==> config.mk <==
export PLATFORM = sky130hd
export DESIGN_NAME = truth_table_sweeper
export DESIGN_NICKNAME = d
export VERILOG_FILES = /design/src/rtl/truth_table_sweeper.sv
export SDC_FILE = /design/constraint.sdc
export NUM_CORES = 1
export LEC_CHECK = 0
export ABC_AREA = 1
export CAP_MARGIN = 25
export CORE_MARGIN = 2
export CORE_UTILIZATION = 45
export DETAILED_ROUTE_END_ITERATION = 10
export PLACE_DENSITY = 0.76
export SYNTH_ARGS = -nofsm -noshare
export SYNTH_HDL_FRONTEND = slang
export SYNTH_SLANG_ARGS = --single-unit
==> constraint.sdc <==
create_clock -name clk -period 1.2 [get_ports clk]
set_input_delay 0.12 -clock clk [delete_from_list [all_inputs] [get_ports clk]]
set_output_delay 0.12 -clock clk [all_outputs]
set_load 0.01 [all_outputs]
==> src/rtl/truth_table_sweeper.sv <==
// rtl/truth_table_sweeper.sv - exhaustive truth-table sweeper for a small combinational block
module truth_table_sweeper #(
    parameter int N_IN   = 2,
    parameter int SETTLE = 1
) (
    input  logic                   clk,
    input  logic                   reset,
    input  logic                   start,
    input  logic [(1<<N_IN)-1:0]   exp_mask,
    input  logic                   dut_s,
    output logic [N_IN-1:0]        dut_in,
    output logic                   busy,
    output logic                   done,
    output logic [(1<<N_IN)-1:0]   table_out,
    output logic [(1<<N_IN)-1:0]   mismatch,
    output logic                   pass
);

    localparam int M  = 1 << N_IN;
    // Settle counter is sized for the full 0..15 legal range of SETTLE.
    localparam int CW = 4;
    localparam logic [CW-1:0]   RELOAD = (SETTLE > 0) ? CW'(SETTLE - 1) : '0;
    localparam logic [N_IN-1:0] LAST   = N_IN'(M - 1);

    typedef enum logic [1:0] {
        S_IDLE,
        S_WAIT,
        S_SAMPLE,
        S_DONE
    } state_t;

    state_t          state;
    state_t          state_next;
    logic [CW-1:0]   count;
    logic [M-1:0]    mask;
    logic [M-1:0]    table_upd;
    logic [M-1:0]    mismatch_upd;
    logic            last;

    // State register; reset aborts any sweep in progress.
    always_ff @(posedge clk) begin
        if (reset) begin
            state <= S_IDLE;
        end else begin
            state <= state_next;
        end
    end

    // Next-state logic: WAIT is skipped entirely when SETTLE is zero.
    always_comb begin
        state_next = state;
        case (state)
            S_IDLE: begin
                if (start) begin
                    state_next = (SETTLE > 0) ? S_WAIT : S_SAMPLE;
                end
            end
            S_WAIT: begin
                if (count == '0) begin
                    state_next = S_SAMPLE;
                end
            end
            S_SAMPLE: begin
                if (last) begin
                    state_next = S_DONE;
                end else begin
                    state_next = (SETTLE > 0) ? S_WAIT : S_SAMPLE;
                end
            end
            S_DONE: begin
                state_next = S_IDLE;
            end
            default: begin
                state_next = S_IDLE;
            end
        endcase
    end

    // Tables as they will look after the current minterm is recorded, so
    // pass can be computed from the final mismatch in the same edge.
    always_comb begin
        table_upd            = table_out;
        mismatch_upd         = mismatch;
        table_upd[dut_in]    = dut_s;
        mismatch_upd[dut_in] = dut_s ^ mask[dut_in];
        last                 = (dut_in == LAST);
    end

    // Datapath: minterm stepping, settle timing, sampling and result flags.
    always_ff @(posedge clk) begin
        if (reset) begin
            dut_in    <= '0;
            busy      <= 1'b0;
            done      <= 1'b0;
            table_out <= '0;
            mismatch  <= '0;
            pass      <= 1'b0;
            count     <= '0;
            mask      <= '0;
        end else begin
            case (state)
                S_IDLE: begin
                    if (start) begin
                        mask      <= exp_mask;
                        table_out <= '0;
                        mismatch  <= '0;
                        pass      <= 1'b0;
                        dut_in    <= '0;
                        busy      <= 1'b1;
                        count     <= RELOAD;
                    end
                end
                S_WAIT: begin
                    if (count != '0) begin
                        count <= count - CW'(1);
                    end
                end
                S_SAMPLE: begin
                    table_out <= table_upd;
                    mismatch  <= mismatch_upd;
                    if (last) begin
                        busy <= 1'b0;
                        done <= 1'b1;
                        pass <= (mismatch_upd == '0);
                    end else begin
                        dut_in <= dut_in + N_IN'(1);
                        count  <= RELOAD;
                    end
                end
                S_DONE: begin
                    done <= 1'b0;
                end
                default: begin
                    done <= 1'b0;
                end
            endcase
        end
    end

endmodule

# Word-level counts from Yosys, hierarchy flattened
# Cells that the tools add are included.
[totals] elab_cells=65 register_bits=23 out_inout_bits=13
[classes] bitwise_logic=1 order_cmp=2 addsub=2 mux=27 n_reduce_logical=15 n_eq_ne=9
[ops] operator="$pmux W4 S2" count=2
[ops] operator="$mux W4" count=3
[ops] operator="$pmux W4 S3" count=1
[ops] operator="$mux W2" count=5
[ops] operator="$ne A2 B2 Y1 const B" count=5
[ops] operator="$bwmux W4" count=2
[ops] operator="$logic_not A4 Y1" count=2
[ops] operator="$pmux W2 S4" count=1
[ops] operator="$reduce_and A2 Y1" count=4
[ops] operator="$mux W1" count=7
[ops] operator="$eq A2 B2 Y1 const B" count=3
[ops] operator="$pmux W1 S2" count=3
[ops] operator="$reduce_and A3 Y1" count=2
[ops] operator="$pmux W2 S2" count=1
[ops] operator="$reduce_and A4 Y1" count=1
[ops] operator="$reduce_bool A2 Y1" count=2
[ops] operator="$reduce_bool A4 Y1" count=1
[ops] operator="$sub A4 B1 Y4 const B" count=1
[ops] operator="$lt A2 B3 Y1 const B" count=1
[ops] operator="$reduce_bool A3 Y1" count=1
[ops] operator="$add A2 B1 Y2 const B" count=1
[ops] operator="$bmux W1 S2" count=1
[ops] operator="$demux W1 S2" count=1
[ops] operator="$eq A2 B1 Y1 const B" count=1
[ops] operator="4 further kinds" count=4

# Logic depth before layout (Yosys ltp)
[depth] depth_word=8 depth_mapped=9 ltp_nobuf=9

# Worst setup path before layout
# No wires, ideal clock.
[synth_path] path_kind="reg-to-reg" from="reg dut_in[0]" to="reg pass" setup_slack_ns=-0.160 required_ns=1.130 setup_ns=0.070 path_buffers=0 period_less_slack_ns=1.360 t_arrival_ns=1.289 stages_incl_launch_ff=7 cell_sequence="dfxtp_1 -> inv_1 -> ha_1 -> or2_2 -> nand2_1 -> nand3_1 -> a21oi_1"
[synth_via] elab_chain_len=8 elab_cells_between_ends=15
[synth_lines] element="from (decl)" line_no="11" source="output logic [N_IN-1:0] dut_in,"
[synth_lines] element="from (signal assigned)" line_no="126" source="dut_in <= dut_in + N_IN'(1);"
[synth_lines] element="$lt A2 B3 Y1 (not written as such) or $ge A2 B1 Y1 (tied branches)" line_no="85" source="mismatch_upd[dut_in] = dut_s ^ mask[dut_in];"
[synth_lines] element="$logic_and A1 B1 Y1 (not written as such)" line_no="85"
[synth_lines] element="$mux W1 (not written as such)" line_no="85"
[synth_lines] element="$demux W1 S2" line_no="85"
[synth_lines] element="$bwmux W4" line_no="85"
[synth_lines] element="$logic_not A4 Y1" line_no="124" source="pass <= (mismatch_upd == '0);"
[synth_lines] element="$mux W1" line_no="121" source="if (last) begin"
[synth_lines] element="$pmux W1 S2" line_no="101" source="case (state)"
[synth_lines] element="to (signal assigned)" line_no="124"
[synth_lines] element="to (decl)" line_no="16" source="output logic pass"
# Parallel ways exist; a longest one is shown, timed or not. The select of a mux whose other input is x is not followed.
# A chain may end at the register's enable or synchronous reset.

# Final worst setup path
[layout_path] from="reg dut_in[1]" to="reg count[3]"
[layout_via] elab_chain_len=3
[layout_lines] element="$eq A2 B2 Y1" line_no="86" source="last = (dut_in == LAST);"
[layout_lines] element="$ne A2 B2 Y1 (no line)"
[layout_lines] element="$reduce_and A4 Y1 (no line)"
[layout_lines] element="to (signal assigned)" line_no="115" source="count <= count - CW'(1);"
[layout_lines] element="to (decl)" line_no="34" source="logic [CW-1:0] count;"
# No other way between the ends.

==> flow_metrics.env <==
export IMPL_status="complete, but fails checks"
export IMPL_violations="negative setup slack"
export IMPL_ys_flop_type="dfxtp_1"
export IMPL_core_mm2=0.00225
export IMPL_ctsHoldBuffers=0
export IMPL_diodes=0
export IMPL_worst_ep_required_time_ns=1.44
export IMPL_grt_max_degree=14
export IMPL_worstMarginPinSlew_ns=0.322
export IMPL_numCtsBuffers=3
export IMPL_fmax_ghz=0.702
export IMPL_final_setup_tns_ns=-2.07
export IMPL_vdd_drop_max_uv=1450
export IMPL_finalCritPeriodShare=1.19
export IMPL_grtUsageMet3=0.0537
export IMPL_vias_per_cell=5.74
export IMPL_rsz0062_at_grt="yes"
export IMPL_critPathMaxFanout=6
export IMPL_finalSetupViolCount=16
export IMPL_synth_cells=143
export IMPL_grt_met1_usage=0.312
export IMPL_cts_sinks=23
export IMPL_ioPinCount=21
export IMPL_p_per_area_mw_per_mm2=1170
export IMPL_die_h_um=53.2
export IMPL_fin_nets=214
export IMPL_cap_violations=0
export IMPL_cts_max_path_buffers=2
export IMPL_initial_core_util=0.483
export IMPL_use_met2=0.438
export IMPL_r2r_slack_ns=-0.23
export IMPL_synth_edf_count=0
export IMPL_slew_viol_final=0
export IMPL_grt_usage=0.255
export IMPL_final_util=0.875
export IMPL_area_growth_pct=80.9
export IMPL_vias=1309
export IMPL_ctsRootBufferMaster="clkbuf_4"
export IMPL_layout_min_cycle_time_ns=1.43
export IMPL_post_route_drc_count=0
export IMPL_htreeDepth=1
export IMPL_path_class="reg -> reg"
export IMPL_fin_skew_ns=0.00669
export IMPL_leakagePower_nw=0.824
export IMPL_ys_async_sr_fraction=0
export IMPL_hpwl_um=1990
export IMPL_wl_per_cell_um=20.0
export IMPL_synth_seq_cells=23
export IMPL_syn_num_nets=156
export IMPL_first_global_vias=1081
export IMPL_maxSlewHeadroom=0.785
export IMPL_post_synth_cell_area_avg_um2=7.62
export IMPL_grt_pass1_wl_um=5090
export IMPL_min_path_type="in -> reg"
export IMPL_core_rowCount=17
export IMPL_clk_latency_ns=0.34
export IMPL_setup_slack_ns=-0.225
export IMPL_critPathLaunchType="flip-flop"
export IMPL_dr_pass1_iters=4
export IMPL_synthDistinctLibCells=24
export IMPL_drtIter0Drc=47
export IMPL_dp_cells=211
export IMPL_grt_ovfl_total=0
export IMPL_final_cell_area_mm2=0.00197
export IMPL_postRouteAntennaNets=0
export IMPL_antenna_found_initial=0
export IMPL_syn_cell_area_mm2=0.00109
export IMPL_crit_arrival_ns=1.67
export IMPL_layout_drive_gt1_share=0.585
export IMPL_top_usage_layer="met2"
export IMPL_numPortBuffers=20
export IMPL_ys_seq_area_frac=0.423
export IMPL_yosys_warnings=0
export IMPL_die_area_mm2=0.00283
export IMPL_place_gp_congestion=0.834
export IMPL_die_w_um=53.2
export IMPL_endpoint_kind="flip-flop"
export IMPL_cts_tree="built"
export IMPL_placed_area_mm2=0.00152
export IMPL_hold_viol=0
export IMPL_clk_pin_slew_ns=0.15
export IMPL_wl_um=4550
export IMPL_fin_cells=228
export IMPL_hold_ws_ns=0.403
==> synthesized netlist by cell type (2+ instances only) <==
master    instances  share of area
o21ai_1           2         0.0092
o21ai_0           7          0.032
a211oi_1          3          0.021
nor2_2            2          0.011
nand2_1          29           0.10
nor2_1           18          0.062
or2_2             2          0.011
ha_1              5          0.057
a21oi_1          15          0.069
inv_2             3          0.010
dfxtp_1          23           0.42
inv_1            14          0.048
nand3_1           9          0.041
==> final cells by class <==
| class | count | area [um^2] |
|---|---|---|
| Clock buffer | 4 | 26.3 |
| Fill cell | 109 | 283 |
| Inverter | 18 | 82.6 |
| Multi-Input combinational cell | 101 | 875 |
| Sequential cell | 23 | 475 |
| Tap cell | 28 | 35.0 |
| Timing Repair Buffer | 54 | 478 |
==> critical path, cell delays in order, from the launching register on <==
cell	delay, ns
dfxtp_4	0.38
buf_8	0.13
ha_4	0.17
nand2_4	0.09
inv_4	0.05
a21oi_4	0.21
nand2_2	0.11
o21ai_2	0.15
a21oi_2	0.04
==> power breakdown <==
group	internal, mW	total [mW]	switching [mW]
logic	0.440	0.985	0.545
registers	0.837	0.907	0.0692
clock network	0.131	0.412	0.281
==> cells in the final DEF (no fill, tap or decap), drive strengths merged, types with 7 or more instances in the layout <==
master,count
nand3,10
o21ai,9
dlygate4sd2,11
buf,34
nand2,29
inv,18
nor2,22
clkdlybuf4s50,7
a21oi,17
dfxtp,23
==> through the flow <==
| stage | setup WS [ns] | total power, mW |
|---|---|---|
| floorplan | -0.0161 | 1.24 |
| global placement | -0.194 | 1.47 |
| detailed placement | -0.238 | 1.49 |
| CTS | -0.107 | 1.98 |
| global route | -0.255 | 2.38 |
| finish | -0.225 | 2.30 |
==> final timing paths <==
kind / startpoint / to / cells after the start
min reg2reg: table_out[3] / table_out[3] / 2
max reg2reg: dut_in[1] / count[3] / 8
min: exp_mask[1] / mask[1] / 3
max: dut_in[1] / count[3] / 8
==> logic make-up (layout without fill, tap and decap cells) <==
| kind of cell | Yosys count | in the layout | synth area share |
|---|---|---|---|
| buf+inv | 19 | 76 | 0.0700 |
| fa+ha+maj | 5 | 5 | 0.0574 |
| compound gates | 31 | 31 | 0.169 |
| flops | 23 | 23 | 0.423 |
| simple gates | 65 | 65 | 0.281 |
==> what timing repair did <==
action,4_1_cts,5_1_grt
endpoints found under the setup margin,25,19
buffers inserted,5,9
resized for setup,53,60
endpoints found under the hold margin,0,0
pin swaps,17,28
==> registers in the layout (all words and copies together) (netlist names) <==
| name | cells |
|---|---|
| table_out | 4 |
| dut_in | 2 |
| mask | 4 |
| count | 4 |
| busy | 1 |
| pass | 1 |
| mismatch | 4 |
| state | 2 |
| done | 1 |
==> layer usage <==
layer | wire length [um] | vias to the layer above
met5 | 0 | -
met4 | 297 | 0
met3 | 385 | 32
met2 | 2230 | 91
met1 | 1640 | 604
li1 | - | 582
(Power assumes the default switching activity.)
